--- src/rtl/date_pkg.sv ---
// Shared calendar definitions: FSM states, digit count, month lengths.
// Used by the date streamer and the calendar counter.
package date_pkg;

  typedef enum logic [1:0] {
    IDLE,
    CHECK,
    CONV,
    SEND
  } state_t;

  localparam int NUM_DIGITS = 6;
  localparam logic [2:0] LAST_IDX = 3'(NUM_DIGITS - 1);

  localparam logic [4:0] FEB = 5'd2;
  localparam logic [4:0] APR = 5'd4;
  localparam logic [4:0] JUN = 5'd6;
  localparam logic [4:0] SEP = 5'd9;
  localparam logic [4:0] NOV = 5'd11;
  localparam logic [4:0] DEC = 5'd12;

  localparam logic [6:0] YEAR_MAX = 7'd99;

  function automatic logic [4:0] days_in_month(
    input logic [4:0] month,
    input logic [6:0] year,
    input logic       leap_en
  );
    logic [4:0] d;
    d = 5'd31;
    if (month == APR || month == JUN ||
        month == SEP || month == NOV)
      d = 5'd30;
    else if (month == FEB)
      d = (leap_en && year[1:0] == 2'b00)
          ? 5'd29 : 5'd28;
    return d;
  endfunction

endpackage

--- src/rtl/date_digit_streamer_div10.sv ---
// Iterative divide-by-10: one subtract of 10 per cycle after start.
// done looks one step ahead so the final subtract overlaps the exit.
module div10_iter (
  input  logic       clk,
  input  logic       reset,
  input  logic       start,
  input  logic [6:0] value,
  output logic [3:0] tens,
  output logic [3:0] units,
  output logic       done
);

  logic [6:0] rem;
  logic [3:0] quo;

  always_ff @(posedge clk or negedge reset) begin
    if (!reset) begin
      rem <= 7'd0;
      quo <= 4'd0;
    end else if (start) begin
      rem <= value;
      quo <= 4'd0;
    end else if (rem >= 7'd10) begin
      rem <= rem - 7'd10;
      quo <= quo + 4'd1;
    end
  end

  assign done  = (rem < 7'd20);
  assign tens  = quo;
  assign units = rem[3:0];

endmodule

--- src/rtl/date_digit_streamer.sv ---
// Captures a binary date, validates it, converts to BCD
// and streams six digits over a valid/ready handshake.
module date_digit_streamer
  import date_pkg::*;
#(
  parameter bit LEAP_EN = 1'b0,
  parameter bit FMT     = 1'b0
) (
  input  logic       clk,
  input  logic       reset,
  input  logic [6:0] year,
  input  logic [4:0] month,
  input  logic [4:0] day,
  input  logic       date_valid,
  output logic       in_ready,
  output logic [3:0] digit,
  output logic [2:0] digit_idx,
  output logic       digit_valid,
  output logic       digit_last,
  input  logic       out_ready,
  output logic       date_err
);

  state_t state_q, state_d;

  logic [6:0] y_q;
  logic [4:0] m_q;
  logic [4:0] d_q;
  logic [2:0] idx_q;

  logic illegal;
  logic start;
  logic accept;
  logic last_beat;
  logic all_done;

  logic [3:0] yt, yu, mt, mu, dt, du;
  logic       y_done, m_done, d_done;
  logic [23:0] frame;
  logic [3:0]  pick;

  assign illegal = (y_q > YEAR_MAX) ||
                   (m_q == 5'd0) || (m_q > DEC) ||
                   (d_q == 5'd0) ||
                   (d_q > days_in_month(m_q, y_q, LEAP_EN));

  assign start     = (state_q == CHECK) && !illegal;
  assign all_done  = y_done && m_done && d_done;
  assign accept    = digit_valid && out_ready;
  assign last_beat = (idx_q == LAST_IDX);

  div10_iter u_div_y (
    .clk   (clk),
    .reset (reset),
    .start (start),
    .value (y_q),
    .tens  (yt),
    .units (yu),
    .done  (y_done)
  );

  div10_iter u_div_m (
    .clk   (clk),
    .reset (reset),
    .start (start),
    .value ({2'b00, m_q}),
    .tens  (mt),
    .units (mu),
    .done  (m_done)
  );

  div10_iter u_div_d (
    .clk   (clk),
    .reset (reset),
    .start (start),
    .value ({2'b00, d_q}),
    .tens  (dt),
    .units (du),
    .done  (d_done)
  );

  always_ff @(posedge clk or negedge reset) begin
    if (!reset) begin
      state_q <= IDLE;
    end else begin
      state_q <= state_d;
    end
  end

  always_ff @(posedge clk or negedge reset) begin
    if (!reset) begin
      y_q <= 7'd0;
      m_q <= 5'd0;
      d_q <= 5'd0;
    end else if (state_q == IDLE && date_valid) begin
      y_q <= year;
      m_q <= month;
      d_q <= day;
    end
  end

  always_ff @(posedge clk or negedge reset) begin
    if (!reset) begin
      idx_q <= 3'd0;
    end else if (accept) begin
      idx_q <= last_beat ? 3'd0 : idx_q + 3'd1;
    end
  end

  always_comb begin
    state_d = state_q;
    unique case (state_q)
      IDLE:  if (date_valid) state_d = CHECK;
      CHECK: state_d = illegal ? IDLE : CONV;
      CONV:  if (all_done) state_d = SEND;
      SEND:  if (accept && last_beat) state_d = IDLE;
      default: state_d = IDLE;
    endcase
  end

  // Frame is laid out tens-before-units, first digit in the top nibble.
  assign frame = FMT ? {yt, yu, mt, mu, dt, du}
                     : {dt, du, mt, mu, yt, yu};

  always_comb begin
    pick = 4'd0;
    case (idx_q)
      3'd0: pick = frame[23:20];
      3'd1: pick = frame[19:16];
      3'd2: pick = frame[15:12];
      3'd3: pick = frame[11:8];
      3'd4: pick = frame[7:4];
      3'd5: pick = frame[3:0];
      default: pick = 4'd0;
    endcase
  end

  assign in_ready    = (state_q == IDLE);
  assign digit_valid = (state_q == SEND);
  assign digit_last  = digit_valid && last_beat;
  assign digit       = digit_valid ? pick : 4'd0;
  assign digit_idx   = idx_q;
  assign date_err    = (state_q == CHECK) && illegal;

endmodule
--- config.mk ---
export PLATFORM = sky130hd
export DESIGN_NAME = date_digit_streamer
export DESIGN_NICKNAME = d
export VERILOG_FILES = /design/src/rtl/date_pkg.sv /design/src/rtl/date_digit_streamer_div10.sv /design/src/rtl/date_digit_streamer.sv
export SDC_FILE = /design/constraint.sdc
export NUM_CORES = 1
export LEC_CHECK = 0
export CAP_MARGIN = 20
export CORE_UTILIZATION = 35
export CTS_BUF_LIST = sky130_fd_sc_hd__clkbuf_16
export DETAILED_ROUTE_END_ITERATION = 8
export RECOVER_POWER = 100
export SKIP_LAST_GASP = 1
export SYNTH_ARGS = -nofsm -noshare
export SYNTH_HDL_FRONTEND = slang
export SYNTH_SLANG_ARGS = --single-unit
--- constraint.sdc ---
create_clock -name clk -period 5.1 [get_ports clk]
set_clock_uncertainty 0.1 [all_clocks]
set_input_delay 1.02 -clock clk [delete_from_list [all_inputs] [get_ports clk]]
set_output_delay 1.02 -clock clk [all_outputs]
set_load 0.01 [all_outputs]
==> results of run 1 <==
[cell families after synthesis]
family                   count (synthesis)  synth area share
flip-flops                              55             0.447
multiplexers                            42             0.155
adder cells (fa/ha/maj)                 12            0.0488
buffers and inverters                   23            0.0346
AO/OA/AOI/OAI                           57             0.119
AND/OR/NAND/NOR                         90             0.167
XOR/XNOR                                10            0.0285
[metal layers]
metal	global-route usage	up-vias	wire, um
met1	0.221	1070	3160
met2	0.250	50	2820
met4	0.0336	0	29
met3	0.0276	2	272
li1	-	1117	-
met5	0	-	0
[per-stage QoR]
| step | setup WS (ns) | util | cells | hold slack [ns] | instance area (um2) |
|---|---|---|---|---|---|
| final | 1.44 | 0.432 | 429 | 0.416 | 3620 |
| after global routing | 0.831 | 0.432 | 429 | 0.452 | 3620 |
| after detailed placement | 1.94 | 0.418 | 421 | 0.400 | 3500 |
| after global placement | 1.93 | 0.417 | 420 | 0.396 | 3490 |
| after CTS | 1.60 | 0.436 | 429 | 0.418 | 3650 |
| after floorplan | 2.42 | - | 289 | 0.375 | 3080 |
[flip-flops by register name (all words and copies together) (netlist names), 5 cells and up, named ones only]
register	flops
u_div_d.rem	7
u_div_m.rem	7
u_div_y.rem	7
y_q	7
d_q	5
m_q	5
[final timing paths]
kind                               startpoint                          to  slack (ns)  cells after the start
max in group asynchronous               reset    digit_idx[0]$_DFFE_PN0P_        1.59                      2
hold reg to reg            y_q[0]$_DFFE_PN0P_          y_q[0]$_DFFE_PN0P_        0.42                      1
setup / recovery           m_q[3]$_DFFE_PN0P_  u_div_m.rem[4]$_DFFE_PN0P_        1.44                     10
setup reg to reg           m_q[3]$_DFFE_PN0P_  u_div_m.rem[4]$_DFFE_PN0P_        1.44                     10
min in group asynchronous               reset          m_q[3]$_DFFE_PN0P_        1.66                      2
hold / removal             y_q[0]$_DFFE_PN0P_          y_q[0]$_DFFE_PN0P_        0.42                      1
[cell usage in the layout, fill, tap and decap left out, types with 3 or more instances in the layout]
master / instances
sky130_fd_sc_hd__or2_2: 4
sky130_fd_sc_hd__nor4_1: 3
sky130_fd_sc_hd__xnor2_1: 6
sky130_fd_sc_hd__clkdlybuf4s50_1: 18
sky130_fd_sc_hd__dfrtp_1: 55
sky130_fd_sc_hd__nand2_1: 17
sky130_fd_sc_hd__mux2_2: 35
sky130_fd_sc_hd__ha_1: 12
sky130_fd_sc_hd__or3_1: 9
sky130_fd_sc_hd__and3_1: 3
sky130_fd_sc_hd__inv_1: 13
sky130_fd_sc_hd__nor2b_1: 9
sky130_fd_sc_hd__a21oi_1: 12
sky130_fd_sc_hd__nor3_1: 6
sky130_fd_sc_hd__nand3_1: 5
sky130_fd_sc_hd__o31ai_1: 4
sky130_fd_sc_hd__mux2i_1: 6
sky130_fd_sc_hd__o21ai_0: 20
sky130_fd_sc_hd__clkbuf_16: 5
sky130_fd_sc_hd__dlygate4sd3_1: 12
sky130_fd_sc_hd__nor2_1: 20
sky130_fd_sc_hd__xor2_1: 4
sky130_fd_sc_hd__clkbuf_1: 4
[final cells by class]
type | instances | area share
Timing Repair Buffer | 37 | 0.0926
Sequential cell | 55 | 0.380
Multi-Input combinational cell | 211 | 0.436
Clock buffer | 5 | 0.0346
Inverter | 13 | 0.0135
Clock inverter | 3 | 0.00691
Tap cell | 105 | 0.0363
[power groups by stage]
stage | logic, mW | clock network [mW] | registers [mW]
6_report | 1.10 | 0.343 | 0.952
5_1_grt | 1.25 | 0.370 | 0.997
4_1_cts | 1.14 | 0.354 | 0.954
3_5_place_dp | 1.13 | 0 | 0.960
3_3_place_gp | 1.11 | 0 | 0.949
2_1_floorplan | 0.915 | 0 | 0.844
[critical path, stage by stage, from the launching register on]
cell	delay [ns]
sky130_fd_sc_hd__dfrtp_1	0.44
sky130_fd_sc_hd__nor2_1	0.11
sky130_fd_sc_hd__nand2_1	0.06
sky130_fd_sc_hd__nor3_1	0.15
sky130_fd_sc_hd__ha_1	0.27
sky130_fd_sc_hd__nor2b_1	0.13
sky130_fd_sc_hd__o211a_1	0.22
sky130_fd_sc_hd__nor4_1	0.86
sky130_fd_sc_hd__clkbuf_1	0.63
sky130_fd_sc_hd__clkbuf_1	0.44
sky130_fd_sc_hd__nor3_1	0.12
==> impl_metrics.sql, run 1 <==
INSERT INTO impl_metrics (metric_group, metric, value, unit) VALUES
('clock_network', 'ctsHtreeMaxLevel', '2', ''),
('synth', 'post_synth_num_cell_types', '49', ''),
('sta', 'layout_min_cycle_time', '3.66', 'ns'),
('clock_network', 'cts_tree', 'yes', ''),
('final_layout', 'area_of_the_multi_input_gates', '1580', 'um2'),
('drt', 'detail_route.drc_violations', '0', ''),
('sta', 'timing.slew.headroom', '-0.937', ''),
('global_routing', 'groute.usage.overall', '0.156', ''),
('synth', 'synth_area_leader_cell', 'sky130_fd_sc_hd__dfrtp_1', ''),
('power_and_ir_drop', 'clkPwrFrac', '0.143', ''),
('flow_run', 'max_cap_violations', '1', ''),
('floorplanning', 'fp-row-count', '33', ''),
('clock_network', 'cts.reportedPaths.clkPinSlew', '0.07', 'ns'),
('setup_path', 'timing.setup.critical_path_class', 'reg2reg', ''),
('synth', 'yosysMostFrequentCell', 'sky130_fd_sc_hd__dfrtp_1', ''),
('floorplanning', 'dieWidth', '95.8', 'um'),
('placement', 'gp_congestion', '0.828', ''),
('sta', 'setup-violations-final', '0', ''),
('clock_network', 'clock-root-buffer', 'sky130_fd_sc_hd__clkbuf_16', ''),
('final_layout', 'nFillCells', '819', ''),
('global_routing', 'grt.overflow.total', '0', ''),
('sta', 'slew_violations', '56', ''),
('placement', 'dp_hpwl', '4.62', 'mm'),
('drt', 'vias', '2239', ''),
('power_and_ir_drop', 'vdd_drop_max', '0.268', 'mV'),
('clock_network', 'cts_setup_buffers', '0', ''),
('synth', 'synth.top_cell.area_share', '0.447', ''),
('floorplanning', 'die_h', '95.8', 'um'),
('setup_path', 'timing.critical_path.to_type', 'register', ''),
('drt', 'drt_first_iter_violations', '75', ''),
('power_and_ir_drop', 'power.density_cell_area', '662', 'nW/um2'),
('power_and_ir_drop', 'total_power', '2.40', 'mW'),
('floorplanning', 'floorplan.io_pins', '32', ''),
('setup_path', 'path_max_fanout', '14', ''),
('setup_path', 'worstPathArrival', '3.72', 'ns'),
('sta', 'worst-slew-pin-transition', '2.91', 'ns'),
('final_layout', 'finish.net_count', '356', ''),
('drt', 'drt-wirelength-per-cell', '14.6', 'um'),
('synth', 'synth.cell_area', '3080', 'um2'),
('final_layout', 'fraction_of_final_layout_cells_with_drive_strength_greater_than_1', '0.167', ''),
('clock_network', 'maximum_buffer_depth_of_the_clock_tree', '2', ''),
('clock_network', 'cts_hold_buffers', '0', ''),
('global_routing', 'grt_start_max_net_pins', '56', ''),
('clock_network', 'clk_latency', '0.29', 'ns'),
('drt', 'drt-vias-per-instance', '5.22', ''),
('global_routing', 'antenna_found_initial', '0', ''),
('clock_network', 'clock-sinks', '55', ''),
('outcome', 'failed_checks', 'max-capacitance violations, max-slew violations', ''),
('sta', 'layout_worst_path_cycle_share', '0.718', ''),
('floorplanning', 'die_area', '9170', 'um2'),
('floorplanning', 'design.core.area', '8380', 'um2'),
('synth', 'postSynthCellCount', '289', ''),
('sta', 'grt_setup_unrepaired', 'false', ''),
('power_and_ir_drop', 'total_leakage_power', '1.55', 'nW'),
('global_routing', 'grt_pass1_vias', '2200', ''),
('final_layout', 'antenna_cells', '0', ''),
('placement', 'port-buffer-count', '31', ''),
('min_path', 'timing.hold.worst.class', 'reg2reg', ''),
('setup_path', 'crit_path_start_kind', 'register', ''),
('clock_network', 'cts_resized', '0', ''),
('setup_path', 'crit_required', '5.15', 'ns'),
('power_and_ir_drop', 'p_switching', '0.940', 'mW'),
('synth', 'sequential_element_share_of_the_synthesized_area', '0.447', ''),
('synth', 'async_reset_ff_frac', '1.00', ''),
('floorplanning', 'start_util', '0.367', ''),
('synth', 'synth_top_cells_by_count', 'sky130_fd_sc_hd__dfrtp_1, sky130_fd_sc_hd__mux2_2, sky130_fd_sc_hd__nor2_1, sky130_fd_sc_hd__o21ai_0, sky130_fd_sc_hd__nand2_1', ''),
('sta', 'final_hold_viol_count', '0', ''),
('outcome', 'outcome', 'finished with violations', ''),
('final_layout', 'combined_flip_flop_and_latch_cell_area', '1380', 'um2'),
('sta', 'setup_tns', '0', 'ns'),
('synth', 'ys_ff_latch', '55', '');
(Power assumes the default switching activity.)
==> run 2, diff against run 1 <==
==> constraint.sdc (replaced) <==
create_clock -name clk -period 3.8 [get_ports clk]
set_clock_uncertainty 0.1 [all_clocks]
set_input_delay 0.76 -clock clk [delete_from_list [all_inputs] [get_ports clk]]
set_output_delay 0.76 -clock clk [all_outputs]
set_load 0.01 [all_outputs]
==> impl_metrics.sql, run 2 (synthesis gave the netlist of run 1 again) <==
INSERT INTO impl_metrics (metric_group, metric, value, unit) VALUES
('global_routing', 'antenna_found_initial', '0', ''),
('sta', 'grt_setup_unrepaired', 'false', ''),
('power_and_ir_drop', 'total_power', '3.34', 'mW'),
('placement', 'dp_hpwl', '4.75', 'mm'),
('placement', 'port-buffer-count', '31', ''),
('setup_path', 'path_max_fanout', '7', ''),
('setup_path', 'timing.critical_path.to_type', 'primary output', ''),
('final_layout', 'finish.net_count', '354', ''),
('clock_network', 'maximum_buffer_depth_of_the_clock_tree', '2', ''),
('floorplanning', 'floorplan.io_pins', '32', ''),
('setup_path', 'crit_path_start_kind', 'register', ''),
('drt', 'drt-vias-per-instance', '5.30', ''),
('power_and_ir_drop', 'combPwrFrac', '0.442', ''),
('sta', 'slew_violations', '0', ''),
('drt', 'drt_first_iter_violations', '100', ''),
('clock_network', 'clock-root-buffer', 'sky130_fd_sc_hd__clkbuf_16', ''),
('clock_network', 'cts_tree', 'yes', ''),
('sta', 'timing.slew.headroom', '0.0686', ''),
('sta', 'finalWorstSetupSlack', '0.499', 'ns'),
('drt', 'routed_wl', '6.46', 'mm'),
('sta', 'layout_worst_path_cycle_share', '0.869', ''),
('sta', 'top_achievable_clock_speed', '303', 'MHz'),
('final_layout', 'antenna_cells', '0', ''),
('sta', 'worst-slew-pin-transition', '1.40', 'ns'),
('power_and_ir_drop', 'total_leakage_power', '1.58', 'nW'),
('setup_path', 'worstSetupStartpoint', 'm_q[3]$_DFFE_PN0P_', ''),
('placement', 'gp_congestion', '0.845', ''),
('final_layout', 'fraction_of_final_layout_cells_with_drive_strength_greater_than_1', '0.168', ''),
('global_routing', 'grt_start_max_net_pins', '35', ''),
('power_and_ir_drop', 'power.density_cell_area', '915', 'nW/um2'),
('sta', 'final_hold_viol_count', '0', ''),
('outcome', 'outcome', 'complete, no violations', ''),
('global_routing', 'groute.usage.overall', '0.160', ''),
('power_and_ir_drop', 'p_switching', '1.26', 'mW'),
('drt', 'vias', '2261', ''),
('sta', 'setup-violations-final', '0', ''),
('global_routing', 'wire_length_of_the_first_global_routing_pass', '11.1', 'mm'),
('final_layout', 'nFillCells', '820', ''),
('placement', 'preCtsSetupSlack', '0.890', 'ns'),
('placement', 'dp_cell_count', '419', ''),
('final_layout', 'layout_commonest_cell', 'sky130_fd_sc_hd__dfrtp_1', ''),
('clock_network', 'ctsHtreeMaxLevel', '2', ''),
('floorplanning', 'fp-row-count', '33', ''),
('final_layout', 'finish.cell_count_without_fillers', '427', ''),
('clock_network', 'cts_inserted_buffers', '5', ''),
('setup_path', 'worstPathArrival', '2.44', 'ns'),
('drt', 'antenna_left', '0', ''),
('final_layout', 'area_growth_syn_to_layout', '18.7', '%'),
('drt', 'drtPass1Iterations', '4', ''),
('global_routing', 'grt.overflow.total', '0', ''),
('sta', 'setup_tns', '0', 'ns'),
('power_and_ir_drop', 'p_int', '2.08', 'mW'),
('global_routing', 'grt_pass1_vias', '2243', ''),
('power_and_ir_drop', 'vdd_drop_max', '0.303', 'mV'),
('flow_run', 'max_cap_violations', '0', ''),
('clock_network', 'cts_hold_buffers', '0', ''),
('drt', 'detail_route.drc_violations', '0', ''),
('sta', 'layout_min_cycle_time', '3.30', 'ns'),
('clock_network', 'cts.reportedPaths.clkPinSlew', '0.07', 'ns'),
('setup_path', 'crit_required', '2.94', 'ns'),
('power_and_ir_drop', 'clkPwrFrac', '0.174', ''),
('min_path', 'timing.hold.worst.class', 'reg2reg', ''),
('floorplanning', 'dieWidth', '95.8', 'um'),
('setup_path', 'r2r_start', 'm_q[3]$_DFFE_PN0P_', ''),
('drt', 'drt-wirelength-per-cell', '15.1', 'um'),
('floorplanning', 'design.core.area', '8380', 'um2'),
('clock_network', 'cts_setup_buffers', '0', ''),
('power_and_ir_drop', 'register_share_of_total_power', '0.384', ''),
('floorplanning', 'die_area', '9170', 'um2'),
('setup_path', 'timing.setup.critical_path_class', 'reg2out', ''),
('floorplanning', 'die_h', '95.8', 'um'),
('clock_network', 'cts_resized', '0', ''),
('clock_network', 'clock-sinks', '55', ''),
('clock_network', 'clk_latency', '0.29', 'ns'),
('power_and_ir_drop', 'netSwitchingFraction', '0.377', ''),
('final_layout', 'mostFrequentLayoutCells', 'sky130_fd_sc_hd__dfrtp_1, sky130_fd_sc_hd__mux2_2, sky130_fd_sc_hd__nor2_1, sky130_fd_sc_hd__o21ai_0, sky130_fd_sc_hd__clkdlybuf4s50_1', ''),
('floorplanning', 'start_util', '0.367', ''),
('min_path', 'min_from', 'y_q[0]$_DFFE_PN0P_', '');
-- run 2: cell count changes in the layout (fill, tap and decap cells not counted) --
cell                         change
sky130_fd_sc_hd__clkinvlp_4      -1
sky130_fd_sc_hd__clkbuf_2        +2
sky130_fd_sc_hd__clkinv_4        -2
sky130_fd_sc_hd__clkbuf_1        -3
sky130_fd_sc_hd__inv_1           +1
sky130_fd_sc_hd__bufinv_16       +2
sky130_fd_sc_hd__buf_2           -1
-- run 2: area by class of cell --
| class | count | area (um2) | share of cell area |
|---|---|---|---|
| Multi-Input combinational cell | 211 | 1580 | 0.432 |
| Sequential cell | 55 | 1380 | 0.377 |
| Timing Repair Buffer | 35 | 329 | 0.0901 |
| Tap cell | 105 | 131 | 0.0360 |
| Clock buffer | 5 | 125 | 0.0342 |
| Clock inverter | 3 | 63.8 | 0.0175 |
| Inverter | 13 | 48.8 | 0.0134 |
-- run 2: worst max-delay path, stage by stage, from the launching register on --
cell and delay [ns]:
sky130_fd_sc_hd__dfrtp_1 0.44, sky130_fd_sc_hd__nor2_1 0.11, sky130_fd_sc_hd__nand2_1 0.06, sky130_fd_sc_hd__nor3_1 0.15, sky130_fd_sc_hd__ha_1 0.27, sky130_fd_sc_hd__nor2b_1 0.13
sky130_fd_sc_hd__o211a_1 0.21, sky130_fd_sc_hd__nor3_1 0.14, sky130_fd_sc_hd__nor2_1 0.06, sky130_fd_sc_hd__dlygate4sd3_1 0.60
-- run 2: path summary, 6_finish.rpt --
path / to / slack, ns / cells after the start
setup / recovery: date_err / 0.50 / 9
hold / removal: u_div_y.rem[0]$_DFFE_PN0P_ / 0.41 / 1
setup reg to reg: u_div_y.rem[3]$_DFFE_PN0P_ / 0.96 / 9
hold reg to reg: u_div_y.rem[0]$_DFFE_PN0P_ / 0.41 / 1
max in group asynchronous: u_div_y.tens[0]$_DFFE_PN0P_ / 1.50 / 2
min in group asynchronous: d_q[1]$_DFFE_PN0P_ / 0.68 / 1
-- run 2: through the flow --
step	hold WS, ns	utilization	cell area, um2
3_3_place_gp	0.397	0.416	3490
5_1_grt	0.455	0.436	3650
3_5_place_dp	0.402	0.416	3490
2_1_floorplan	0.364	-	3080
6_report	0.414	0.436	3650
4_1_cts	0.386	0.438	3670
-- run 2: power by group through the flow --
stage                     clock [mW]  combinational [mW]  sequential [mW]
after floorplan                    0                1.23             1.13
after global placement             0                1.48             1.27
after detailed placement           0                1.52             1.29
after CTS                      0.601                1.53             1.28
after global routing           0.621                1.68             1.34
final                          0.582                1.48             1.28
-- run 2: metal layers --
| layer | GRT usage | up-vias | part of all wire |
|---|---|---|---|
| met5 | 0 | - | 0 |
| met4 | 0.0423 | 0 | 0.010 |
| met3 | 0.0276 | 6 | 0.038 |
| met2 | 0.242 | 52 | 0.45 |
| met1 | 0.236 | 1093 | 0.50 |
| li1 | - | 1110 | - |
==> run 3, diff against run 2 <==
--- a/config.mk
+++ b/config.mk
@@ -5,10 +5,12 @@
 export SDC_FILE = /design/constraint.sdc
 export NUM_CORES = 1
 export LEC_CHECK = 0
+export ABC_CLOCK_PERIOD_IN_PS = 3800
 export CAP_MARGIN = 20
 export CORE_UTILIZATION = 35
 export CTS_BUF_LIST = sky130_fd_sc_hd__clkbuf_16
 export DETAILED_ROUTE_END_ITERATION = 8
+export GPL_TIMING_DRIVEN = 1
 export RECOVER_POWER = 100
 export SKIP_LAST_GASP = 1
 export SYNTH_ARGS = -nofsm -noshare
==> results of run 3 <==
No change in the layout: final DEF, timing and power equal those of run 2.
